**config.mk**
```make
export PLATFORM = sky130hd
export DESIGN_NAME = calc_key_conditioner
export DESIGN_NICKNAME = d
export VERILOG_FILES = /design/src/rtl/calc_key_conditioner.sv
export SDC_FILE = /design/constraint.sdc
export NUM_CORES = 1
export LEC_CHECK = 0
export ABC_AREA = 1
export CAP_MARGIN = 20
export CELL_PAD_IN_SITES_DETAIL_PLACEMENT = 1
export CELL_PAD_IN_SITES_GLOBAL_PLACEMENT = 1
export CORE_ASPECT_RATIO = 2
export CORE_MARGIN = 8
export CORE_UTILIZATION = 41
export DETAILED_ROUTE_END_ITERATION = 8
export PLACE_DENSITY = 0.86
export SLEW_MARGIN = 20
export SYNTH_ARGS = -nofsm -noshare
export SYNTH_HDL_FRONTEND = slang
export SYNTH_SLANG_ARGS = --single-unit
export TNS_END_PERCENT = 5
```
**constraint.sdc**
```tcl
create_clock -name clk -period 1.6 [get_ports clk]
set_clock_uncertainty 0.05 [all_clocks]
set_input_delay 0.32 -clock clk [delete_from_list [all_inputs] [get_ports clk]]
set_output_delay 0.32 -clock clk [all_outputs]
set_load 0.02 [all_outputs]
```
**src/rtl/calc_key_conditioner.sv**
```systemverilog
// rtl/calc_key_conditioner.sv - pushbutton sync/debounce and one-hot command pulse arbiter.
// Optional digit auto-repeat is built only when CALC_KEY_AUTO_REPEAT_EN is defined.
module calc_key_conditioner #(
    parameter int DEBOUNCE_CYCLES = 500000,
    parameter int CNT_W           = 20,
    parameter int SW_W            = 6,
    parameter int REPEAT_CYCLES   = 25000000
) (
    input  logic            clk,
    input  logic            reset,
    input  logic [2:0]      key_n,
    input  logic [SW_W-1:0] sw,
    output logic            digit_pulse,
    output logic            op_pulse,
    output logic            exec_pulse,
    output logic [SW_W-1:0] sw_snap,
    output logic            key_busy
);

    typedef enum logic [1:0] {UP, DEB_DOWN, DOWN, DEB_UP} key_state_e;

    localparam logic [CNT_W-1:0] DEB_MAX = CNT_W'(DEBOUNCE_CYCLES);

    if (DEBOUNCE_CYCLES < 4 || REPEAT_CYCLES < 1 ||
        longint'(DEBOUNCE_CYCLES) >= (longint'(1) << CNT_W)) begin : g_bad_param
        $error("calc_key_conditioner: illegal parameter combination");
    end

    logic [2:0]      key_s1_q, key_s2_q;
    logic [SW_W-1:0] sw_s1_q, sw_s2_q;
    key_state_e      state_q [3];
    key_state_e      state_d [3];
    logic [CNT_W-1:0] cnt_q [3];
    logic [CNT_W-1:0] cnt_d [3];
    logic [2:0]      press;
    logic [2:0]      pend_q, pend_d;
    logic [2:0]      grant;
    logic [2:0]      pulse_q;
    logic [SW_W-1:0] snap_q, snap_d;
    logic            busy_q, busy_d;
    logic            rpt_evt;

    always_ff @(posedge clk or negedge reset) begin
        if (!reset) begin
            key_s1_q <= 3'b111;
            key_s2_q <= 3'b111;
            sw_s1_q  <= '0;
            sw_s2_q  <= '0;
            for (int k = 0; k < 3; k++) begin
                state_q[k] <= UP;
                cnt_q[k]   <= '0;
            end
        end else begin
            key_s1_q <= key_n;
            key_s2_q <= key_s1_q;
            sw_s1_q  <= sw;
            sw_s2_q  <= sw_s1_q;
            for (int k = 0; k < 3; k++) begin
                state_q[k] <= state_d[k];
                cnt_q[k]   <= cnt_d[k];
            end
        end
    end

    always_comb begin
        for (int k = 0; k < 3; k++) begin
            state_d[k] = state_q[k];
            cnt_d[k]   = cnt_q[k];
            case (state_q[k])
                UP: if (!key_s2_q[k]) begin
                    state_d[k] = DEB_DOWN;
                    cnt_d[k]   = CNT_W'(1);
                end
                DEB_DOWN: if (key_s2_q[k]) begin
                    state_d[k] = UP;
                    cnt_d[k]   = '0;
                end else if (cnt_q[k] == DEB_MAX) begin
                    state_d[k] = DOWN;
                    cnt_d[k]   = '0;
                end else begin
                    cnt_d[k] = cnt_q[k] + CNT_W'(1);
                end
                DOWN: if (key_s2_q[k]) begin
                    state_d[k] = DEB_UP;
                    cnt_d[k]   = CNT_W'(1);
                end
                DEB_UP: if (!key_s2_q[k]) begin
                    state_d[k] = DOWN;
                    cnt_d[k]   = '0;
                end else if (cnt_q[k] == DEB_MAX) begin
                    state_d[k] = UP;
                    cnt_d[k]   = '0;
                end else begin
                    cnt_d[k] = cnt_q[k] + CNT_W'(1);
                end
                default: begin
                    state_d[k] = UP;
                    cnt_d[k]   = '0;
                end
            endcase
        end
    end

    always_comb begin
        busy_d = 1'b0;
        press  = '0;
        for (int k = 0; k < 3; k++) begin
            press[k] = (state_q[k] == DEB_DOWN) && !key_s2_q[k] && (cnt_q[k] == DEB_MAX);
            busy_d   = busy_d | (state_q[k] != UP);
        end
        press[0] = press[0] | rpt_evt;
    end

`ifdef CALC_KEY_AUTO_REPEAT_EN
    localparam int RPT_W = $clog2(REPEAT_CYCLES + 1);
    localparam logic [RPT_W-1:0] RPT_MAX = RPT_W'(REPEAT_CYCLES - 1);

    logic [RPT_W-1:0] rpt_q, rpt_d;
    logic             digit_held;

    // Counts only while the digit key stays down; leaving DOWN restarts the interval.
    assign digit_held = (state_q[0] == DOWN) && !key_s2_q[0];

    always_comb begin
        rpt_d   = '0;
        rpt_evt = 1'b0;
        if (digit_held) begin
            if (rpt_q == RPT_MAX) begin
                rpt_evt = 1'b1;
            end else begin
                rpt_d = rpt_q + RPT_W'(1);
            end
        end
    end

    always_ff @(posedge clk or negedge reset) begin
        if (!reset) rpt_q <= '0;
        else        rpt_q <= rpt_d;
    end
`else
    assign rpt_evt = 1'b0;
`endif

    // Fixed priority: execute, then op, then digit; losers stay pending.
    always_comb begin
        grant = 3'b000;
        if      (pend_q[2]) grant = 3'b100;
        else if (pend_q[1]) grant = 3'b010;
        else if (pend_q[0]) grant = 3'b001;
        pend_d = (pend_q & ~grant) | press;
        snap_d = grant[0] ? sw_s2_q : snap_q;
    end

    always_ff @(posedge clk or negedge reset) begin
        if (!reset) begin
            pend_q  <= '0;
            pulse_q <= '0;
            snap_q  <= '0;
            busy_q  <= 1'b0;
        end else begin
            pend_q  <= pend_d;
            pulse_q <= grant;
            snap_q  <= snap_d;
            busy_q  <= busy_d;
        end
    end

    assign digit_pulse = pulse_q[0];
    assign op_pulse    = pulse_q[1];
    assign exec_pulse  = pulse_q[2];
    assign sw_snap     = snap_q;
    assign key_busy    = busy_q;

endmodule
```
### Word-level counts from Yosys, hierarchy flattened

Index checks and enable logic that the tools add are counted.

| word-level totals | value |
|---|---|
| bits in registers | 97 |
| bits of input ports | 11 |
| output and inout bits | 10 |
| logic and storage cells | 109 |

| operators by class | value |
|---|---|
| $add $sub $neg | 3 |
| equality and inequality tests | 24 |
| mux-type cells | 42 |
| bitwise logic cells | 5 |
| reduce and logical (&&, ||, !) cells | 21 |

Operator list:

| operator | count |
|---|---|
| $mux W20 | 15 |
| $pmux W20 S4 | 3 |
| $add A20 B1 Y20 const B | 3 |
| $eq A20 B19 Y1 const B | 3 |
| $mux W2 | 18 |
| $pmux W2 S4 | 3 |
| $ne A3 B3 Y1 const B | 6 |
| $eq A2 B2 Y1 const B | 6 |
| $ne A2 B2 Y1 const B | 6 |
| $reduce_and A4 Y1 | 3 |
| $eq A2 B1 Y1 const B | 3 |
| $logic_and A1 B1 Y1 | 6 |
| $logic_not A2 Y1 | 3 |
| $mux W3 | 2 |
| $reduce_and A2 Y1 | 3 |
| $reduce_bool A2 Y1 | 3 |
| $and A3 B3 Y3 | 1 |
| $logic_not A1 Y1 | 3 |
| $not A3 Y3 | 1 |
| $or A3 B3 Y3 | 1 |
| $or A1 B1 Y1 | 2 |
| $mux W1 | 1 |

### Depth between registers and ports, before layout

| depth | value |
|---|---|
| depth in word-level cells | 6 |
| depth in mapped cells | 11 |
| gate-level depth less buffers | 11 |

### Least setup slack after synthesis

No wires, ideal clock.

| timing | value |
|---|---|
| kind | reg-to-reg |
| start | register cnt_q[20] in the netlist's numbering |
| end | register with a tool-made name |
| library setup time | 0.065 ns |
| data arrival time | 1.409 ns |
| data required time | 1.485 ns |
| slack | 0.076 ns |
| cell stages (with the launch flop) | 12 |
| path buffers | 1 |
| period minus slack after synthesis | 1.524 ns |
| path through | dfrtp_1 inv_1 ha_1 inv_1 nor2_1 nand2_1 nor2_1 nand3_1 nand2_2 buf_6 nand3b_1 nand2_1 |

RTL lines:

| element | RTL line | source |
|---|---|---|
| start: declaration | 33 | `logic [CNT_W-1:0] cnt_q [3];` |
| start signal: indexed assignment | 60 | `cnt_q[k] <= cnt_d[k];` |

### Final worst setup path

| timing | value |
|---|---|
| start | register cnt_q[22] in the netlist's numbering |
| end | register cnt_q[21] in the netlist's numbering |

| between the ends | value |
|---|---|
| cells in the longest elaborated chain, start to end | 4 |
| elaborated cells on any way between the ends | 5 |
| those cells by class | eq/ne (1); mux (4) |

RTL lines:

| element | RTL line | source |
|---|---|---|
| $eq A20 B19 Y1 (*) | 77, 90 |  |
| $mux W20 (*) | 77, 90 |  |
| $mux W20, on equally long branches | 87, 74 |  |
| $pmux W20 S4 (*) | 69 | `case (state_q[k])` |

Mark *: on every way between the ends. The rest lies on a longest branch, timed or not.
A chain may end at the register's enable or synchronous reset.

==> metrics.yaml <==
run_status:
  status: "finished with violations"
  failed_checks: "setup timing"
cells_and_area:
  nets: 766
  fin_cells: 904
  n_antenna_cell: 0
  fill_cells: 1516
  drive_gt1_share_pct: 19.4
  syn_to_final_growth_pct: 24.5
clock_network:
  cts_made_buffers: 9
  cts.sinks: 97
  cts_buffer_depth: 2
  tritoncts: "built"
  clkSlewWorstSetupHoldPaths_ns: 0.07
  cts-root-buf: "clkbuf_16"
  htreeDepth: 3
  clk-insertion-delay-late_ns: 0.35
timing:
  grt_setup_unrepaired: "yes"
  setup_violations: 19
  slew_headroom_pct: 71.3
  tns_ns: -0.531
  tightest_slew_ns: 0.427
  maxSlewViolCount: 0
  period_needed_ns: 1.69
  fin_ws_ns: -0.0938
  fmax_mhz: 590
  hold_viol: 0
  fin_crit_sh_pct: 106
worst_setup_path:
  worstReg2RegEnd: "cnt_q[21]"
  worst_ep_required_time_ns: 1.80
  start_kind: "flop"
  critPathKind: "reg2reg"
  end_kind: "flop"
  worst-path-max-fanout: 7
  rr_worst_depth: 8
  crit-reg2reg-launch: "cnt_q[22]"
  crit_arrival_ns: 1.90
  worst-r2r-setup-slack_ns: -0.09
pwr:
  powerDensity_mw_per_mm2: 1090
  switching_share_pct: 30.1
  clockPowerShare_pct: 36.6
  power.net_switching_mw: 2.11
  peakVddDrop_mv: 0.841
  p_int_mw: 4.88
  seq_power_share_pct: 39.9
  pwr-share-comb_pct: 23.6
  p_leak_nw: 2.90
drt:
  wl_um: 14700
  via_per_inst: 5.25
  ant_nets: 0
  wire_per_inst_um: 16.3
  drcViolationCount: 0
  drt-pass1-iter-count: 5
  vias: 4742
  drt_iter0_drc: 258
min_path:
  hp-class: "reg2reg"
  hold_depth: 0
  hp-start: "sw_s1_q[3]"
  whs_endpoint: "sw_s2_q[3]"
place:
  dp_hpwl_um: 9990
  globalplace.congestion: 0.850
  portBuffers: 20
  placed_cells: 880
synth:
  synth-simple-area-share_pct: 33.1
  netlist_top_cells_area: "dfrtp_1 (44%), nand2_1 (16%), inv_1 (5.8%)"
  synth_area_leader_cell: "dfrtp_1"
  synthMuxAreaShare_pct: 0
  postSynthCellCount: 672
  ys_seq_area_share_pct: 47.3
  yosys_warnings: 0
  synth_xor_area_share_pct: 3.40
  synth_top_area_share_pct: 44.3
  synth-compound-area-share_pct: 7.66
  yosys.area_share.adder_pct: 1.46
  synth_top_family_by_area: "simple AND/OR/NAND/NOR gates"
  ys_types: 34
  synthesis.area_mm2: 0.00514
  synth_fp_nets: 689
  synth-seq-cells: 97
  synth_area_per_cell_um2: 7.66
floorplan:
  pin_count: 21
  die_h_um: 174
  core_mm2: 0.0124
  die_area_mm2: 0.0166
  rows: 58
  start_util_pct: 41.5
  die_x_um: 95.2
flow_run:
  maxCapViolations: 0
global_routing:
  grt_use_total_pct: 18.3
  grt_pass1_wl_um: 24300
  grt_max_degree: 46
  antenna_found_initial: 0
  gr-total-overflow: 0
  grt_pass1_vias: 4992
-- final cells by class --
cell class	count	area [µm²]	area share, %
Sequential cell	97	2440	38.1
Clock inverter	6	113	1.76
Clock buffer	10	239	3.73
Inverter	82	312	4.86
Timing Repair Buffer	72	631	9.84
Multi-Input combinational cell	487	2490	38.8
Tap cell	150	188	2.93
-- cell usage after synthesis --
master      n
nand2_1   216
dfrtp_1    91
inv_1      80
nor2_1     80
nand3_1    48
o21ai_0    26
o22ai_1    15
xor2_1     15
o21ai_1    14
nand4_1    10
nor2_2      9
nand2_2     7
dfstp_2     6
ha_1        6
a21oi_1     5
nor2_4      5
xnor2_1     5
nor3_1      4
buf_6       3
nand3_2     3
o21bai_1    3
buf_4       2
inv_2       2
nand3b_1    2
nor3_2      2
nor4_1      2
o21ai_2     2
or2_1       2
or2_2       2
a22o_1      1
buf_2       1
nand3b_2    1
o21bai_4    1
o31ai_1     1
-- stage by stage --
stage	cell area (µm²)	hold slack [ns]	total power, mW	setup WS, ns	util, %
3_3_place_gp	5840	0.166	4.08	-0.0379	47.1
6_report	6410	0.299	6.99	-0.0938	51.6
4_1_cts	6260	0.302	6.85	-0.0752	50.5
2_1_floorplan	5140	-0.0256	3.53	0.0761	-
5_1_grt	6410	0.312	7.27	-0.183	51.6
3_5_place_dp	5840	0.166	4.17	-0.142	47.1
-- per-layer routing --
layer	global-route usage (%)	vias to the layer above	part of all wire, %
li1	-	2281	-
met1	24.1	2325	45
met2	29.1	109	49
met3	3.41	27	3.8
met4	5.84	0	2.4
met5	0	-	0
-- flip-flops by register name (all words and copies together), names as in the netlist, named ones only --
name      cells
cnt_q        60
sw_s1_q       6
sw_s2_q       6
sw_snap       6
key_s1_q      3
key_s2_q      3
pend_q        3
pulse_q       3
state_q       3
key_busy      1
-- how the worst max path moves through the flow --
| stage | from | to | cells past startpoint |
|---|---|---|---|
| after floorplan | cnt_q[20] | flop | 11 |
| after global placement | cnt_q[20] | flop | 12 |
| after detailed placement | cnt_q[20] | flop | 12 |
| after CTS | cnt_q[21] | flop | 12 |
| after global routing | cnt_q[40] | flop | 10 |
| final | cnt_q[22] | cnt_q[21] | 8 |
-- worst max-delay path, cell delays in order, from the launching register on --
cell     delay (ns)
dfrtp_1        0.51
inv_1          0.13
nand2_1        0.09
nor2_1         0.06
nand3_1        0.11
nor2_2         0.06
nor2_2         0.28
nand2_1        0.16
o21ai_0        0.14
-- cell usage in the layout (no fill, tap or decap), types with 3 or more instances in the layout --
cell type / count
a21oi_1: 5
buf_12: 3
buf_4: 45
buf_6: 4
bufinv_16: 3
clkbuf_16: 9
clkdlybuf4s50_1: 9
dfrtp_1: 87
dfrtp_2: 4
dfstp_2: 6
dlygate4sd2_1: 10
ha_1: 3
inv_1: 72
inv_2: 9
nand2_1: 210
nand2_2: 10
nand2_4: 3
nand3_1: 45
nand3_2: 6
nand4_1: 10
nor2_1: 66
nor2_2: 17
nor2_4: 11
nor3_1: 4
o21ai_0: 24
o21ai_1: 16
o21bai_1: 3
o22ai_1: 15
xnor2_1: 5
xor2_1: 15
-- power by group through the flow --
| stage | sequential, mW | combinational [mW] | clock, mW |
|---|---|---|---|
| 2_1_floorplan | 2.79 | 0.737 | 0 |
| 3_3_place_gp | 2.80 | 1.28 | 0 |
| 3_5_place_dp | 2.82 | 1.35 | 0 |
| 4_1_cts | 2.77 | 1.47 | 2.60 |
| 5_1_grt | 2.80 | 1.79 | 2.68 |
| 6_report | 2.79 | 1.65 | 2.56 |
-- cell families after synthesis --
logic type | after synthesis
AO/OA/AOI/OAI | 68
XOR/XNOR | 20
adder cells (fa/ha/maj) | 6
buffers and inverters | 88
flip-flops | 97
AND/OR/NAND/NOR | 393
-- timing repair --
item | 4_1_cts | 5_1_grt
resized for setup | 28 | 37
endpoints found under the setup margin | 50 | 65
pin swaps | 6 | 12
hold buffers | 1 | 0
gates cloned | 0 | 0
setup buffers | 2 | 5
endpoints found under the hold margin | 15 | 0
Note: power is estimated with default switching activity, not from simulation.
